$ cat src/rtl/multicycle_control_fsm.sv
// Multicycle control unit: decodes op/funct through a state machine and drives the
// datapath enables, mux selects and ALU operation code each cycle.
module multicycle_control_fsm #(
  parameter bit ILLEGAL_HALT = 1'b0
) (
  input  logic       clk,
  input  logic       reset,
  input  logic [5:0] op,
  input  logic [5:0] funct,
  input  logic       zero,
  output logic [2:0] ALUControl,
  output logic       ALUSrcA,
  output logic [1:0] ALUSrcB,
  output logic [1:0] PCSrc,
  output logic       PCEn,
  output logic       IorD,
  output logic       MemWrite,
  output logic       IRWrite,
  output logic       RegWrite,
  output logic       RegDst,
  output logic       MemtoReg,
  output logic       illegal,
  output logic [3:0] state_dbg
);

  typedef enum logic [3:0] {
    S_FETCH   = 4'd0,
    S_DECODE  = 4'd1,
    S_MEMADR  = 4'd2,
    S_MEMRD   = 4'd3,
    S_MEMWB   = 4'd4,
    S_MEMWR   = 4'd5,
    S_EXECUTE = 4'd6,
    S_ALUWB   = 4'd7,
    S_BRANCH  = 4'd8,
    S_ADDIEX  = 4'd9,
    S_ADDIWB  = 4'd10,
    S_JUMP    = 4'd11,
    S_HALT    = 4'd15
  } state_t;

  localparam logic [5:0] OP_RTYPE = 6'b000000;
  localparam logic [5:0] OP_LW    = 6'b100011;
  localparam logic [5:0] OP_SW    = 6'b101011;
  localparam logic [5:0] OP_BEQ   = 6'b000100;
  localparam logic [5:0] OP_ADDI  = 6'b001000;
  localparam logic [5:0] OP_J     = 6'b000010;

  state_t     state_q, state_d;
  logic       funct_ok;
  logic [2:0] r_alu;
  logic       pcwrite, branch;

  always_comb begin
    funct_ok = 1'b1;
    r_alu    = 3'b000;
    case (funct)
      6'b100000: r_alu = 3'b000;
      6'b100010: r_alu = 3'b001;
      6'b100100: r_alu = 3'b010;
      6'b100101: r_alu = 3'b011;
      6'b101010: r_alu = 3'b101;
      default:   funct_ok = 1'b0;
    endcase
  end

  always_ff @(posedge clk) begin
    if (reset) state_q <= S_FETCH;
    else       state_q <= state_d;
  end

  always_comb begin
    state_d    = S_FETCH;
    ALUControl = 3'b000;
    ALUSrcA    = 1'b0;
    ALUSrcB    = 2'b00;
    PCSrc      = 2'b00;
    pcwrite    = 1'b0;
    branch     = 1'b0;
    IorD       = 1'b0;
    MemWrite   = 1'b0;
    IRWrite    = 1'b0;
    RegWrite   = 1'b0;
    RegDst     = 1'b0;
    MemtoReg   = 1'b0;
    illegal    = 1'b0;
    case (state_q)
      S_FETCH: begin
        IRWrite = 1'b1;
        ALUSrcB = 2'b01;
        pcwrite = 1'b1;
        state_d = S_DECODE;
      end
      S_DECODE: begin
        ALUSrcB = 2'b11;
        case (op)
          OP_LW, OP_SW: state_d = S_MEMADR;
          OP_RTYPE:     if (funct_ok) state_d = S_EXECUTE;
                        else          illegal = 1'b1;
          OP_BEQ:       state_d = S_BRANCH;
          OP_ADDI:      state_d = S_ADDIEX;
          OP_J:         state_d = S_JUMP;
          default:      illegal = 1'b1;
        endcase
        if (illegal) state_d = ILLEGAL_HALT ? S_HALT : S_FETCH;
      end
      S_MEMADR: begin
        ALUSrcA = 1'b1;
        ALUSrcB = 2'b10;
        if (op == OP_LW)      state_d = S_MEMRD;
        else if (op == OP_SW) state_d = S_MEMWR;
      end
      S_MEMRD: begin
        IorD    = 1'b1;
        state_d = S_MEMWB;
      end
      S_MEMWB: begin
        MemtoReg = 1'b1;
        RegWrite = 1'b1;
      end
      S_MEMWR: begin
        IorD     = 1'b1;
        MemWrite = 1'b1;
      end
      S_EXECUTE: begin
        ALUSrcA    = 1'b1;
        ALUControl = r_alu;
        state_d    = S_ALUWB;
      end
      S_ALUWB: begin
        RegDst   = 1'b1;
        RegWrite = 1'b1;
      end
      S_BRANCH: begin
        ALUSrcA    = 1'b1;
        ALUControl = 3'b001;
        PCSrc      = 2'b01;
        branch     = 1'b1;
      end
      S_ADDIEX: begin
        ALUSrcA = 1'b1;
        ALUSrcB = 2'b10;
        state_d = S_ADDIWB;
      end
      S_ADDIWB: RegWrite = 1'b1;
      S_JUMP: begin
        PCSrc   = 2'b10;
        pcwrite = 1'b1;
      end
      S_HALT:  state_d = S_HALT;
      default: state_d = S_FETCH;
    endcase
    PCEn      = pcwrite | (branch & zero);
    state_dbg = state_q;
    // Reset wins over everything so an abandoned instruction can never write.
    if (reset) begin
      ALUControl = 3'b000;
      ALUSrcA    = 1'b0;
      ALUSrcB    = 2'b00;
      PCSrc      = 2'b00;
      PCEn       = 1'b0;
      IorD       = 1'b0;
      MemWrite   = 1'b0;
      IRWrite    = 1'b0;
      RegWrite   = 1'b0;
      RegDst     = 1'b0;
      MemtoReg   = 1'b0;
      illegal    = 1'b0;
      state_dbg  = 4'd0;
    end
  end

endmodule
$ cat config.mk
export PLATFORM = sky130hd
export DESIGN_NAME = multicycle_control_fsm
export DESIGN_NICKNAME = d
export VERILOG_FILES = /design/src/rtl/multicycle_control_fsm.sv
export SDC_FILE = /design/constraint.sdc
export NUM_CORES = 1
export LEC_CHECK = 0
export ABC_AREA = 1
export CORE_MARGIN = 4
export CORE_UTILIZATION = 35
export DETAILED_ROUTE_END_ITERATION = 10
export PLACE_DENSITY_LB_ADDON = 0.15
export SETUP_SLACK_MARGIN = 0.2
export SYNTH_ARGS = -nofsm -noshare
export SYNTH_HDL_FRONTEND = slang
export SYNTH_SLANG_ARGS = --single-unit
$ cat constraint.sdc
create_clock -name clk -period 1.6 [get_ports clk]
set_clock_uncertainty 0.2 [all_clocks]
set_input_delay 0.32 -clock clk [delete_from_list [all_inputs] [get_ports clk]]
set_output_delay 0.32 -clock clk [all_outputs]
set_load 0.01 [all_outputs]
==> out/results.tsv, run 1 <==
metric	value	unit
status	aborted with a tool error	
haltStage	clock tree synthesis	
tool.error	[ERROR DPL-0033] detailed placement checks failed during check placement.	
ctsHoldBuffers	0	
dpl.cell_count	189	
synth.yosys.seq_area_share	14.6	%
ys_warn_count	0	
initial_core_util	36.9	%
synthCells	111	
avgSynthCellArea	4.95	sq um
cts_resized	172	
gp_routability_congestion	0.819	
die-width	47.6	um
ys_ff_latch	4	
io_pins	35	
rows	14	
port_buffers	34	
hpwl	1.78	mm
cts_root_buffer	clkbuf_4	
htreeDepth	1	
clock_sinks	4	
synth_nets	126	
post_dp_cell_area	0.00121	sq mm
die_h	47.6	um
netlist_area	549	sq um
cts_buffers	3	
post_cts_buffers	12	
cts_buffer_depth	2	
yosysUniqueCellTypes	20	
==> cells by family after synthesis <==
logic type      after synthesis  synth area share (%)
compound gates               10                  9.57
buf+inv                      17                  11.6
simple gates                 80                  64.2
flops                         4                  14.6
==> metrics by stage <==
| stage | setup slack, ns | util, % | hold WS, ns | setup TNS, ns |
|---|---|---|---|---|
| 2_1_floorplan | 0.114 | - | 0.288 | 0 |
| 3_3_place_gp | -0.846 | 81.0 | 0.528 | -13.73 |
| 3_5_place_dp | -0.930 | 81.0 | 0.531 | -14.61 |
==> cell usage after synthesis (all sizes together) <==
library cell,instances,area [sq um]
a21oi,4,20.0
a31oi,1,6.26
clkbuf,1,3.75
dfxtp,4,80.1
inv,16,60.1
nand2,23,86.3
nand3,10,55.1
nand4,3,18.8
nor2,36,138
nor3,5,35.0
nor3b,1,7.51
o21ai,4,20.0
o22ai,1,6.26
or2,1,6.26
or3,1,6.26
==> run 2: changes to the inputs <==
--- a/config.mk
+++ b/config.mk
@@ -6,11 +6,10 @@
 export NUM_CORES = 1
 export LEC_CHECK = 0
 export ABC_AREA = 1
-export CORE_MARGIN = 4
-export CORE_UTILIZATION = 35
+export CORE_AREA = 4 4 65 67
 export DETAILED_ROUTE_END_ITERATION = 10
+export DIE_AREA = 0 0 69 71
 export PLACE_DENSITY_LB_ADDON = 0.15
-export SETUP_SLACK_MARGIN = 0.2
 export SYNTH_ARGS = -nofsm -noshare
 export SYNTH_HDL_FRONTEND = slang
 export SYNTH_SLANG_ARGS = --single-unit
==> run 2 against run 1 <==
Against the previous run: area after synthesis is the same; the flow now finishes, with violations (negative setup slack); synthesized cell count did not move.
==> out/results.tsv, run 2 <==
metric	value	unit	change
gr-total-overflow	0		
ys_warn_count	0		unchanged
area_delta_synth_final	172	%	
synthCells	111		unchanged
hpwl	1.94	mm	was 1.78 mm
final_common_cell	buf_4		
yosysUniqueCellTypes	20		unchanged
grt_first_pass_wirelength	4.25	mm	
rows	22		was 14
max_freq	550	MHz	
die-width	69	um	was 47.6 um
synth_edf_count	0		unchanged
fin_util	41.2	%	
tightest_slew	0.187	ns	
synth_top_area_share	23.9	%	unchanged
avgSynthCellArea	4.95	sq um	unchanged
ctsHoldBuffers	0		unchanged
cp-startpoint	state_q[0]		
r2r_cells	8		
via_per_inst	4.23		
period_minus_slack	1.82	ns	
htreeDepth	1		unchanged
crit_path_start_kind	register		
hold_depth	5		
async_flop_share	0	%	unchanged
worst-setup-path-type	register to output pin		
arrival	1.30	ns	
cts_buffers	3		unchanged
dpl.cell_count	226		was 189
cts_buffer_depth	2		unchanged
largest_register	state_q		
die_h	71	um	was 47.6 um
rsz0062_at_grt	yes		
status	finished, violations left		was aborted with a tool error
drv_cap	0		
violations	negative setup slack		
clk_latency	0.21	ns	
grt_max_degree	11		
powerDensity	340	mW/mm^2	
cts_root_buffer	clkbuf_8		was clkbuf_4
yosysTopAreaCell	nor2_1		unchanged
grt_usage	10.1	%	
fin_cells	243		
ff2ff_setup_slack	0.10	ns	
final_nets	212		
setup_viol_count_final	17		
cp_max_fo	3		
min_path_type	primary input to register		
holdWs	0.344	ns	
ys_ff_latch	4		unchanged
io_pins	35		unchanged
hold_violations	0		
wl	2.60	mm	
initial_core_util	15.1	%	was 36.9%
peakVddDrop	475	uV	
synth_area_leaders	nor2_1 (24%), nand2_1 (16%), dfxtp_1 (15%)		unchanged
n_antenna_cell	0		
drt_pass1_iterations	4		
via_count	1028		
drt-initial-drc-count	9		
p_leak	0.000760	uW	
drc	0		
gp_routability_congestion	0.858		was 0.819
mostFrequentLayoutCells	buf_4 (40), nor2_1 (20), buf_2 (19)		
slew_violations	0		
die_area	0.00490	sq mm	
synth_nets	126		unchanged
period_share	114	%	
routedWlPerCell	10.7	um	
cts_tree	built		
core_area	0.00363	sq mm	
timing.critical_path.to	RegWrite		
antenna_found_initial	0		
synth.top_cells.by_count	nor2_1 (35), nand2_1 (23), inv_1 (13)		unchanged
top_regs	state_q (4)		
layout_setup_ws	-0.219	ns	
largest_reg_flops	4		
port_buffers	34		unchanged
cp-end-kind	output pin		
required	1.08	ns	
netlist_area	549	sq um	unchanged
r2r-end	state_q[1]		
clkTransAtPathRegs	0.03	ns	
ys.flop_type	dfxtp_1		unchanged
ant_nets	0		
drive_gt1_share	66.7	%	
slew_headroom	87.5	%	
clock_sinks	4		unchanged
synth_most_common_cell	nor2_1		unchanged
grt_pass1_vias	1029		
synth.yosys.seq_area_share	14.6	%	unchanged
rr_startpoint	state_q[2]		
## run 2: cell counts after synthesis
Identical to the previous run, type by type.
## run 2: per-stage QoR
| stage | total power, uW | cell area, sq um | TNS (ns) | worst slack [ns] |
|---|---|---|---|---|
| floorplan | 160 | 549 | 0 | 0.0581 |
| global placement | 271 | 1200 | -14.15 | -0.847 |
| detailed placement | 272 | 1200 | -14.31 | -0.889 |
| CTS | 497 | 1380 | -1.84 | -0.231 |
| global route | 545 | 1500 | -3.08 | -0.267 |
| finish | 508 | 1500 | -1.93 | -0.219 |
## run 2: logic make-up after synthesis
kind of cell	synth area share (%)
AO/OA/AOI/OAI	9.57
buffers and inverters	11.6
flip-flops	14.6
AND/OR/NAND/NOR	64.2
## run 2: worst max-delay path, stage by stage (launching register included)
cell     delay (ns)
dfxtp_4        0.37
inv_6          0.05
nand2_4        0.08
buf_6          0.11
nor3_2         0.04
or3_1          0.29
buf_2          0.14
## run 2: worst min path at each step
stage | from | endpoint | slack (ns)
2_1_floorplan | reset | state_q[0] | 0.28
3_3_place_gp | state_q[2] | state_q[3] | 0.56
3_5_place_dp | state_q[0] | state_q[3] | 0.55
4_1_cts | op[3] | state_q[1] | 0.47
5_1_grt | op[3] | state_q[1] | 0.37
6_report | op[3] | state_q[1] | 0.34
## run 2: where the power goes
| part | internal (uW) | switching [uW] | total [uW] |
|---|---|---|---|
| Combinational | 100 | 98.3 | 198 |
| Sequential | 98.7 | 5.69 | 104 |
| Clock | 160 | 45.8 | 206 |
| Total | 358 | 150 | 508 |
## run 2: layout make-up
| cell class | count | area (sq um) |
|---|---|---|
| inverter | 16 | 75.1 |
| sequential | 4 | 95.1 |
| tap | 48 | 60.1 |
| fill | 385 | 2140 |
| multi-input combinational | 90 | 604 |
| clock buffer | 3 | 41.3 |
| timing repair buffer | 82 | 621 |
## run 2: per-layer routing
| layer | vias up | global-route usage (%) | wire, um |
|---|---|---|---|
| met5 | - | 0 | 0 |
| met2 | 24 | 19.7 | 1420 |
| met3 | 4 | 2.27 | 120 |
| met4 | 0 | 3.90 | 29 |
| li1 | 524 | - | - |
| met1 | 476 | 10.5 | 1030 |
## run 2: timing repair
action                     4_1_cts  5_1_grt
buffers inserted                16        6
pin swaps                       21       15
setup endpoints to repair       24       19
resized for setup              160       38
(Power assumes the default switching activity.)
==> run 3: changes to the inputs <==
--- a/config.mk
+++ b/config.mk
@@ -5,11 +5,11 @@
 export SDC_FILE = /design/constraint.sdc
 export NUM_CORES = 1
 export LEC_CHECK = 0
-export ABC_AREA = 1
 export CORE_AREA = 4 4 65 67
 export DETAILED_ROUTE_END_ITERATION = 10
 export DIE_AREA = 0 0 69 71
 export PLACE_DENSITY_LB_ADDON = 0.15
+export SLEW_MARGIN = 10
 export SYNTH_ARGS = -nofsm -noshare
 export SYNTH_HDL_FRONTEND = slang
 export SYNTH_SLANG_ARGS = --single-unit
==> run 3 against run 2 <==
Against the previous run: hold slack better by 0.052 ns; sequential power is essentially flat; core utilization rose by 9.5 points; clock power about the same; die area did not move; the run still ends with negative setup slack left; flip-flop and latch count stayed put; final area grew 23%; cell count decreased by 1.6%; combinational power rose by 40%.
==> out/results.tsv, run 3 <==
metric	value	unit	change
status	finished, violations left		unchanged
violations	negative setup slack		unchanged
io_pins	35		unchanged
p_int	415	uW	was 358 uW
synth_area_leaders	dfxtp_1 (12%), o21ai_0 (5.8%), nand2b_1 (5.5%)		was nor2_1 (24%), nand2_1 (16%), dfxtp_1 (15%)
ys.flop_type	dfxtp_1		unchanged
crit_path_start_kind	register		unchanged
htreeDepth	1		unchanged
initial_core_util	18.9	%	was 15.1%
core_area	0.00363	sq mm	unchanged
cts_root_buffer	clkbuf_8		unchanged
synth.yosys.seq_area_share	11.6	%	was 14.6%
p_switching	173	uW	was 150 uW
antenna_found_initial	0		unchanged
clock_sinks	4		unchanged
period_share	127	%	was 114%
routedWlPerCell	13.3	um	was 10.7 um
slew_violations	0		unchanged
largest_register	state_q		unchanged
hpwl	2.18	mm	was 1.94 mm
gp_routability_congestion	0.778		was 0.858
rsz0062_at_grt	yes		unchanged
grt_max_degree	18		was 11
via_count	1111		was 1028
n_antenna_cell	0		unchanged
cp_max_fo	2		was 3
top_regs	state_q (4)		unchanged
grt_pass1_vias	1186		was 1029
slew_headroom	80.1	%	was 87.5%
ys_warn_count	0		unchanged
required	1.08	ns	about the same
synth_most_common_cell	nor2_1		unchanged
clk_latency	0.21	ns	about the same
fin_util	50.7	%	was 41.2%
final_cell_area	0.00184	sq mm	was 0.00150 sq mm
ant_nets	0		unchanged
rows	22		unchanged
via_per_inst	4.65		was 4.23
p_sw_share	29.4	%	was 29.5%
pwr-share-clk	34.6	%	was 40.4%
finalPower	588	uW	was 508 uW
final_nets	208		was 212
cts_buffer_depth	2		unchanged
drt_pass1_iterations	4		unchanged
powerDensity	319	mW/mm^2	was 340 mW/mm^2
setup_viol_count_final	20		was 17
largest_reg_flops	4		unchanged
drc	0		unchanged
yosysUniqueCellTypes	37		was 20
post_dp_cell_area	0.00133	sq mm	was 0.00120 sq mm
async_flop_share	0	%	unchanged
drt-initial-drc-count	34		was 9
grt_usage	12.1	%	was 10.1%
synthCells	105		was 111
avgSynthCellArea	6.55	sq um	was 4.95 sq um
area_delta_synth_final	168	%	was 172%
cts_buffers	3		unchanged
ctsHoldBuffers	0		unchanged
netlist_area	688	sq um	was 549 sq um
yosysTopAreaCell	dfxtp_1		was nor2_1
final_common_cell	buf_4		unchanged
drv_cap	0		unchanged
synth_nets	120		was 126
p_leak	0.000810	uW	was 0.000760 uW
synth_top_area_share	11.6	%	was 23.9%
min_path_type	primary input to register		unchanged
ys_ff_latch	4		unchanged
mostFrequentLayoutCells	buf_4 (35), buf_6 (25), buf_2 (19)		was buf_4 (40), nor2_1 (20), buf_2 (19)
max_freq	493	MHz	was 550 MHz
arrival	1.51	ns	was 1.30 ns
die_h	71	um	unchanged
power_frac_comb	47.3	%	was 39.0%
clkTransAtPathRegs	0.03	ns	about the same
wl	3.18	mm	was 2.60 mm
cp-end-kind	output pin		unchanged
drive_gt1_share	72.3	%	was 66.7%
synth_edf_count	0		unchanged
hold_violations	0		unchanged
grt_first_pass_wirelength	5.09	mm	was 4.25 mm
tightest_slew	0.294	ns	was 0.187 ns
share_seq_of_total_power	18.1	%	was 20.5%
cts_tree	built		unchanged
die_area	0.00490	sq mm	unchanged
gr-total-overflow	0		unchanged
port_buffers	34		unchanged
period_minus_slack	2.03	ns	was 1.82 ns
synth.top_cells.by_count	nor2_1 (10), o21ai_0 (8), nor3_1 (7)		was nor2_1 (35), nand2_1 (23), inv_1 (13)
peakVddDrop	252	uV	was 475 uV
worst-setup-path-type	register to output pin		unchanged
die-width	69	um	unchanged
layout_setup_ws	-0.427	ns	was -0.219 ns
-- run 3: cell count changes after synthesis, moves of 3 or more --
| cell | before | now |
|---|---|---|
| nand2b_1 | 0 | 6 |
| inv_2 | 3 | 0 |
| o21ai_0 | 3 | 8 |
| nor3_1 | 3 | 7 |
| nand3_1 | 9 | 3 |
| nor4_1 | 0 | 4 |
| clkbuf_1 | 1 | 4 |
| inv_1 | 13 | 5 |
| nand2_1 | 23 | 6 |
| xnor2_1 | 0 | 3 |
| nor2_1 | 35 | 10 |
| nor2b_1 | 0 | 5 |
| or2_2 | 0 | 3 |
-- run 3: power by group through the flow --
| stage | logic [uW] | registers [uW] | clock network [uW] |
|---|---|---|---|
| finish | 278 | 106 | 203 |
| global route | 301 | 106 | 217 |
| CTS | 237 | 106 | 206 |
| detailed placement | 209 | 106 | 0 |
| global placement | 207 | 106 | 0 |
| floorplan | 88.3 | 108 | 0 |
-- run 3: per-stage QoR --
step	setup slack (ns)	hold slack, ns	setup TNS, ns	instances
floorplan	-0.299	0.323	-0.933	105
global placement	-1.27	0.457	-18.32	212
detailed placement	-1.28	0.464	-18.14	212
CTS	-0.492	0.399	-5.26	229
global route	-0.461	0.435	-4.93	239
finish	-0.427	0.396	-3.83	239
-- run 3: what timing repair did --
item | in CTS | in global routing
gates cloned | 0 | 0
buffers inserted | 14 | 17
resized for setup | 139 | 77
endpoints found under the setup margin | 24 | 22
pin swaps | 22 | 33
hold endpoints to repair | 0 | 0
-- run 3: path summary, 6_finish.rpt --
path | startpoint | endpoint | slack (ns) | cells after the start
max | state_q[3] | ALUControl[0] | -0.43 | 4
min | op[0] | state_q[1] | 0.40 | 4
max reg2reg | state_q[1] | state_q[0] | -0.11 | 7
min reg2reg | state_q[3] | state_q[3] | 0.55 | 4
-- run 3: cell type report --
type / instances / area, sq um
multi-input cells: 86 / 843
inverters: 5 / 21.3
well taps: 48 / 60.1
flip-flops and latches: 4 / 85.1
fillers: 363 / 1790
repair buffers: 93 / 792
clock buffers: 3 / 41.3
-- run 3: cells by family (layout without fill, tap and decap cells) --
| logic type | count (synthesis) | after routing | synth area share, % |
|---|---|---|---|
| flops | 4 | 4 | 11.6 |
| xor+xnor | 5 | 5 | 6.36 |
| compound gates | 26 | 26 | 26.0 |
| buf+inv | 15 | 101 | 10.7 |
| simple gates | 55 | 55 | 45.3 |
-- run 3: per-layer routing --
layer	vias to the layer above	track usage, %	wire length, um
met5	-	0	0
met3	4	3.13	141
met4	0	1.95	31
met2	34	23.8	1680
met1	520	13.0	1330
li1	553	-	-
-- run 3: worst max-delay path, cell delays in order, from the launching register on --
cell and delay (ns):
dfxtp_2 0.31, nand2b_4 0.15, or4_4 0.49, a211oi_4 0.19, buf_2 0.16
==> run 4: changes to the inputs <==
--- a/config.mk
+++ b/config.mk
@@ -6,6 +6,8 @@
 export NUM_CORES = 1
 export LEC_CHECK = 0
 export CORE_AREA = 4 4 65 67
+export CTS_CLUSTER_DIAMETER = 50
+export CTS_CLUSTER_SIZE = 16
 export DETAILED_ROUTE_END_ITERATION = 10
 export DIE_AREA = 0 0 69 71
 export PLACE_DENSITY_LB_ADDON = 0.15
==> results of run 4 <==
The final DEF is identical to that of run 3; final timing and power are the same.
